==> src/rtl/unidade_controle_multiciclo.sv <==
// unidade_controle_multiciclo
// Multi-cycle control unit for the RV64 datapath. Latches the instruction word
// into IR during FETCH, decodes it, and sequences FETCH/DECODE/EXEC/MEM/WB.
//
// Ports:
//   clk, reset      rising-edge clock, synchronous active-high reset
//   instru          instruction word at the current PC
//   pc_en           one-cycle PC update strobe (last state of each instruction)
//   load_en         register-file write enable
//   store_en        data-RAM write enable
//   op_ula          ALU operation
//   operation_type  writeback source: 00 ula_out, 01 mem_read, 10 pc
//   ula_entry       ALU B source: 0 imm_ext, 1 rs2
//   branch/auipc/jal/jalr  PC-update mode flags
//   sign            signed compare when 1
//   imm_ext         sign-extended immediate
//   illegal         high while halted on an unsupported opcode
//   retired_count   retired-instruction counter (only with INSTR_COUNT_EN)
//
// Optional feature macro: INSTR_COUNT_EN.
module unidade_controle_multiciclo #(
  parameter int BITS = 63
) (
  input  logic          clk,
  input  logic          reset,
  input  logic [31:0]   instru,
  output logic          pc_en,
  output logic          load_en,
  output logic          store_en,
  output logic [3:0]    op_ula,
  output logic [1:0]    operation_type,
  output logic          ula_entry,
  output logic          branch,
  output logic          auipc,
  output logic          jal,
  output logic          jalr,
  output logic          sign,
  output logic [BITS:0] imm_ext,
  output logic          illegal
`ifdef INSTR_COUNT_EN
  ,
  output logic [BITS:0] retired_count
`endif
);

  localparam int unsigned W = BITS + 1;

  localparam logic [6:0] OPC_R      = 7'b0110011;
  localparam logic [6:0] OPC_I      = 7'b0010011;
  localparam logic [6:0] OPC_LOAD   = 7'b0000011;
  localparam logic [6:0] OPC_STORE  = 7'b0100011;
  localparam logic [6:0] OPC_BRANCH = 7'b1100011;
  localparam logic [6:0] OPC_JAL    = 7'b1101111;
  localparam logic [6:0] OPC_JALR   = 7'b1100111;
  localparam logic [6:0] OPC_AUIPC  = 7'b0010111;

  localparam logic [3:0] ALU_ADD = 4'b0000;
  localparam logic [3:0] ALU_SUB = 4'b0001;
  localparam logic [3:0] ALU_AND = 4'b0010;
  localparam logic [3:0] ALU_OR  = 4'b0011;
  localparam logic [3:0] ALU_XOR = 4'b0100;
  localparam logic [3:0] ALU_SLT = 4'b0101;
  localparam logic [3:0] ALU_EQU = 4'b0110;
  localparam logic [3:0] ALU_NE  = 4'b0111;
  localparam logic [3:0] ALU_SGE = 4'b1000;
  localparam logic [3:0] ALU_SLL = 4'b1001;
  localparam logic [3:0] ALU_SRL = 4'b1010;
  localparam logic [3:0] ALU_SRA = 4'b1011;

  localparam logic [31:0] IR_NOP = 32'h0000_0013;

  typedef enum logic [2:0] {
    S_FETCH  = 3'd0,
    S_DECODE = 3'd1,
    S_EXEC   = 3'd2,
    S_MEM    = 3'd3,
    S_WB     = 3'd4,
    S_HALT   = 3'd5
  } state_e;

  state_e      state_q, state_d;
  logic [31:0] ir_q, ir_d;

  logic [6:0] opcode;
  logic [2:0] funct3;
  logic       alt;
  logic       is_r, is_i, is_load, is_store, is_branch, is_jal, is_jalr, is_auipc;
  logic       is_legal;

  assign opcode = ir_q[6:0];
  assign funct3 = ir_q[14:12];
  assign alt    = ir_q[30];

  assign is_r      = (opcode == OPC_R);
  assign is_i      = (opcode == OPC_I);
  assign is_load   = (opcode == OPC_LOAD);
  assign is_store  = (opcode == OPC_STORE);
  assign is_branch = (opcode == OPC_BRANCH);
  assign is_jal    = (opcode == OPC_JAL);
  assign is_jalr   = (opcode == OPC_JALR);
  assign is_auipc  = (opcode == OPC_AUIPC);
  assign is_legal  = is_r | is_i | is_load | is_store | is_branch |
                     is_jal | is_jalr | is_auipc;

  // State and instruction register
  always_ff @(posedge clk) begin
    if (reset) begin
      state_q <= S_FETCH;
      ir_q    <= IR_NOP;
    end else begin
      state_q <= state_d;
      ir_q    <= ir_d;
    end
  end

  // Next state and per-state enables; reset masks enables in the aborting cycle
  always_comb begin
    state_d  = state_q;
    ir_d     = ir_q;
    pc_en    = 1'b0;
    load_en  = 1'b0;
    store_en = 1'b0;
    illegal  = 1'b0;
    unique case (state_q)
      S_FETCH: begin
        ir_d    = instru;
        state_d = S_DECODE;
      end
      S_DECODE: state_d = is_legal ? S_EXEC : S_HALT;
      S_EXEC: begin
        if (is_branch) begin
          pc_en   = 1'b1;
          state_d = S_FETCH;
        end else if (is_load || is_store) begin
          state_d = S_MEM;
        end else begin
          state_d = S_WB;
        end
      end
      S_MEM: begin
        if (is_store) begin
          store_en = 1'b1;
          pc_en    = 1'b1;
          state_d  = S_FETCH;
        end else begin
          state_d = S_WB;
        end
      end
      S_WB: begin
        load_en = 1'b1;
        pc_en   = 1'b1;
        state_d = S_FETCH;
      end
      S_HALT:  illegal = 1'b1;
      default: state_d = S_FETCH;
    endcase
    if (reset) begin
      pc_en    = 1'b0;
      load_en  = 1'b0;
      store_en = 1'b0;
      illegal  = 1'b0;
    end
  end

  // Field decode, combinational from IR so it holds from DECODE to the last state
  always_comb begin
    op_ula         = ALU_ADD;
    operation_type = 2'b00;
    ula_entry      = 1'b0;
    branch         = 1'b0;
    auipc          = 1'b0;
    jal            = 1'b0;
    jalr           = 1'b0;
    sign           = 1'b1;
    imm_ext        = '0;
    if (is_r || is_i) begin
      ula_entry = is_r;
      if (is_i) imm_ext = {{(W-12){ir_q[31]}}, ir_q[31:20]};
      unique case (funct3)
        3'b000: op_ula = (is_r && alt) ? ALU_SUB : ALU_ADD;
        3'b001: op_ula = ALU_SLL;
        3'b010: op_ula = ALU_SLT;
        3'b011: begin
          op_ula = ALU_SLT;
          sign   = 1'b0;
        end
        3'b100: op_ula = ALU_XOR;
        3'b101: op_ula = alt ? ALU_SRA : ALU_SRL;
        3'b110: op_ula = ALU_OR;
        default: op_ula = ALU_AND;
      endcase
    end else if (is_load) begin
      operation_type = 2'b01;
      imm_ext        = {{(W-12){ir_q[31]}}, ir_q[31:20]};
    end else if (is_store) begin
      imm_ext = {{(W-12){ir_q[31]}}, ir_q[31:25], ir_q[11:7]};
    end else if (is_branch) begin
      branch    = 1'b1;
      ula_entry = 1'b1;
      imm_ext   = {{(W-13){ir_q[31]}}, ir_q[31], ir_q[7], ir_q[30:25], ir_q[11:8], 1'b0};
      unique case (funct3)
        3'b001: op_ula = ALU_NE;
        3'b100: op_ula = ALU_SLT;
        3'b101: op_ula = ALU_SGE;
        3'b110: begin
          op_ula = ALU_SLT;
          sign   = 1'b0;
        end
        3'b111: begin
          op_ula = ALU_SGE;
          sign   = 1'b0;
        end
        default: op_ula = ALU_EQU;
      endcase
    end else if (is_jal) begin
      jal            = 1'b1;
      operation_type = 2'b10;
      imm_ext        = {{(W-21){ir_q[31]}}, ir_q[31], ir_q[19:12], ir_q[20], ir_q[30:21], 1'b0};
    end else if (is_jalr) begin
      jalr           = 1'b1;
      operation_type = 2'b10;
      imm_ext        = {{(W-12){ir_q[31]}}, ir_q[31:20]};
    end else if (is_auipc) begin
      auipc          = 1'b1;
      operation_type = 2'b10;
      imm_ext        = {{(W-32){ir_q[31]}}, ir_q[31:12], 12'b0};
    end
  end

`ifdef INSTR_COUNT_EN
  logic [BITS:0] retired_count_q, retired_count_d;

  // Retired-instruction counter, wraps naturally
  always_comb begin
    retired_count_d = retired_count_q;
    if (pc_en) retired_count_d = retired_count_q + W'(1);
  end

  always_ff @(posedge clk) begin
    if (reset) retired_count_q <= '0;
    else       retired_count_q <= retired_count_d;
  end

  assign retired_count = retired_count_q;
`endif

endmodule

==> config.mk <==
export PLATFORM = sky130hd
export DESIGN_NAME = unidade_controle_multiciclo
export DESIGN_NICKNAME = d
export VERILOG_FILES = /design/src/rtl/unidade_controle_multiciclo.sv
export SDC_FILE = /design/constraint.sdc
export NUM_CORES = 1
export LEC_CHECK = 0
export ABC_CLOCK_PERIOD_IN_PS = 1990
export BUFFER_PORTS_ARGS = -buffer_cell sky130_fd_sc_hd__buf_2
export CELL_PAD_IN_SITES_DETAIL_PLACEMENT = 1
export CELL_PAD_IN_SITES_GLOBAL_PLACEMENT = 1
export CORE_UTILIZATION = 29
export CTS_CLUSTER_DIAMETER = 80
export DETAILED_ROUTE_END_ITERATION = 12
export MAX_ROUTING_LAYER = met4
export PLACE_DENSITY = 0.84
export SYNTH_ARGS = -nofsm -noshare
export SYNTH_HDL_FRONTEND = slang
export SYNTH_SLANG_ARGS = --single-unit
export TNS_END_PERCENT = 10
==> constraint.sdc <==
create_clock -name clk -period 1.99 [get_ports clk]
set_clock_uncertainty 0.1 [all_clocks]
set_input_delay 0.0995 -clock clk [delete_from_list [all_inputs] [get_ports clk]]
set_output_delay 0.0995 -clock clk [all_outputs]
set_load 0.02 [all_outputs]
==> impl_metrics.csv <==
group,metric,value,unit
status,outcome,"finished with violations",
status,violations,"negative setup slack",
drt,detail_route.wl_per_cell,16.3,um
synth,synth_edf_count,0,
cts,cts_tree,"yes",
synth,synth_top_family_by_area,"simple AND/OR/NAND/NOR gates",
global_route,grt_overflow,0,
power_and_ir_drop,p_leak,1.78,nW
placed_design,dp_slack,107,ps
critical_path,arrival,1910,ps
global_route,antenna_found_initial,0,
critical_path,worstSetupStartpointType,"flop",
die,die_x,91.7,um
drt,ant_nets,0,
finish,diodes,0,
die,core_area,0.00777,sq mm
sta,worst_slew_pin_slew,464,ps
placed_design,gp_congestion,0.902,
critical_path,end_kind,"output port",
synth,ys_ff_latch,35,
synth,yosys-top-cells-count,"nand2_1 (77), a21oi_1 (39), dfxtp_1 (35)",
synth,synth_nets,351,
sta,rsz0062_at_grt,"yes",
critical_path,crit_required,1790,ps
critical_path,path_class,"flop to output port",
drt,drt_wl_total,8.96,mm
worst_hold_path,hold_path_class,"primary input to flop",
cts,clk_latency,290,ps
die,core.rowCount,32,
synth,yosysTopAreaCell,"dfxtp_1",
critical_path,worstPathCellList,"or4b_4 -> a21oi_4 -> o21a_2 -> buf_2",
placed_design,hpwl,5.54,mm
cts,cts_htree_levels,2,
drt,firstDrtPassIters,4,
die,die-area,0.00841,sq mm
synth,syn-cell-area,0.00233,sq mm
sta,relSlewSlack,69.0,%
sta,finalSetupViolCount,54,
run,cap_viol_max_count,0,
finish,fin_nets,481,
placed_design,io_buffers,113,
power_and_ir_drop,vdd_drop_max,0.595,mV
synth,ys_warn_count,0,
die,die_h,91.7,um
sta,setup_ws,-120,ps
die,start_util,30.0,%
synth,synthDistinctLibCells,48,
critical_path,critPathSlowestCell,"or4b_4",
synth,synth.area.mux_share,1.39,%
global_route,track_usage,21.2,%
synth,synth_fa_ha_area_share,0,%
drt,drtIter0Drc,67,
sta,hold_violations,0,
drt,vias,2712,
synth,synth-simple-area-share,27.8,%
synth,synth_flop_cell,"dfxtp_1",
sta,min_period,2110,ps
finish,syn_to_final_growth,54.8,%
critical_path,worst-path-max-fanout,8,
sta,finalCritPeriodShare,106,%
synth,synth_area_leaders,"dfxtp_1 (30%), nand2_1 (12%), buf_4 (10%), a21oi_1 (8.4%), a21o_1 (3.2%)",
cts,clk_pin_slew_worst_paths,70,ps
die,io_pins,114,
drt,drc,0,
global_route,grt_max_degree,37,
synth,synth-compound-area-share,23.5,%
finish,nFillCells,982,
synth,synth_top_area_share,30.0,%
synth,yosysSeqAreaShare,30.0,%
global_route,grt_pass1_wl,13.6,mm
finish,drive_above_1_share,44.2,%
cts,cts_buffers,5,
synth,synth_xor_area_share,0.375,%
synth,async_flop_share,0,%
synth,avgSynthCellArea,7.36,sq um
critical_path,cpPeakStageDelay,600,ps
sta,hold_ws,130,ps
global_route,grt_pass1_vias,2755,
cts,cts_root_buf,"clkbuf_8",
cts,clkSinkCount,35,
synth,syn_inst,317,
power_and_ir_drop,p_per_area,1660,mW/mm^2
sta,slew_viol_final,0,
drt,routed_via_density,4.93,
sta,max_freq,474,MHz
synth,yosysMostFrequentCell,"nand2_1",
cts,max-clock-path-buffers,2,
## per-layer routing
metal	vias up	part of all wire [%]	global-route usage, %	wire, um
li1	1305	-	-	-
met1	1324	43	24.0	3870
met2	68	52	37.5	4660
met3	15	2.6	3.07	233
met4	0	2.2	8.59	197
met5	-	0	-	0
## cell usage in the layout, fill, tap and decap left out, types with 3 or more instances in the layout
| master | synthesis | layout |
|---|---|---|
| dfxtp_2 | 0 | 5 |
| nor2b_1 | 3 | 3 |
| dfxtp_1 | 35 | 28 |
| nor3_1 | 7 | 5 |
| nor2_1 | 8 | 6 |
| nand3b_1 | 4 | 4 |
| a21oi_2 | 2 | 6 |
| nand2b_1 | 4 | 4 |
| dlygate4sd3_1 | 0 | 32 |
| a21o_1 | 10 | 10 |
| a21oi_4 | 0 | 3 |
| a21oi_1 | 39 | 32 |
| and2_1 | 7 | 6 |
| buf_2 | 7 | 73 |
| nand2_1 | 77 | 75 |
| buf_4 | 32 | 64 |
| o21ai_0 | 7 | 5 |
| nand3_1 | 6 | 5 |
| buf_6 | 3 | 9 |
| a22o_1 | 5 | 5 |
| a21o_2 | 6 | 6 |
| inv_1 | 5 | 5 |
| clkbuf_8 | 1 | 5 |
| a31oi_1 | 3 | 3 |
| nor2_4 | 1 | 3 |
## logic make-up (layout without fill, tap and decap cells)
logic type | count (synthesis) | in the layout
AOI/OAI and AO/OA | 85 | 87
and+or+nand+nor | 131 | 131
buffers and inverters | 62 | 191
DFF | 35 | 35
xor gates and xnor gates | 1 | 1
muxes | 3 | 3
## report_power, final
group          internal, mW  total (mW)  switching, mW
Combinational          1.72        4.09           2.37
Clock                 0.246       0.525          0.279
Sequential            0.986        1.38          0.390
## per-stage QoR
stage / TNS [ps] / area, sq um / total power, mW / util [%] / cells
after floorplan: -446 / 2350 / 3.76 / - / 317
after global placement: 0 / 2830 / 4.45 / 36.4 / 495
after detailed placement: 0 / 2830 / 4.54 / 36.4 / 495
after CTS: -4260 / 3480 / 5.63 / 44.8 / 544
after global routing: -7360 / 3610 / 6.38 / 46.5 / 550
final: -4210 / 3610 / 5.99 / 46.5 / 550
## state kept, by name, summed over array words and instances (netlist names)
register and cells:
state_q 3, ir_q 32
## path summary, 6_finish.rpt
check | start | endpoint | slack, ps | depth (start not counted)
worst max-delay path | ir_q[6] | imm_ext[45] | -120 | 4
worst min-delay path | reset | state_q[1] | 130 | 3
worst max register to register | ir_q[6] | state_q[2] | 310 | 4
worst min register to register | ir_q[9] | ir_q[9] | 370 | 2
## what timing repair did
| item | in CTS | in global routing |
|---|---|---|
| cloned | 2 | 0 |
| hold buffers | 32 | 0 |
| endpoints found under the setup margin | 71 | 73 |
| buffers inserted | 7 | 6 |
| pin swaps | 12 | 8 |
| gates resized for setup | 61 | 25 |
| endpoints found under the hold margin | 32 | 0 |
## cell type report
cell class,instances,area [sq um],area share [%]
clock buffers,7,76.3,2.11
flip-flops and latches,35,714,19.8
repair buffers,178,1270,35.1
well taps,102,128,3.53
clock inverters,1,5.00,0.139
multi-input cells,222,1400,38.8
inverters,5,18.8,0.520
## critical path: cells and delay by family (launching register included)
family                 cells  cell delay, ps
and+or+nand+nor            1             600
AOI/OAI and AO/OA          2             460
DFF                        1             350
buffers and inverters      1             200
(Power assumes the default switching activity.)
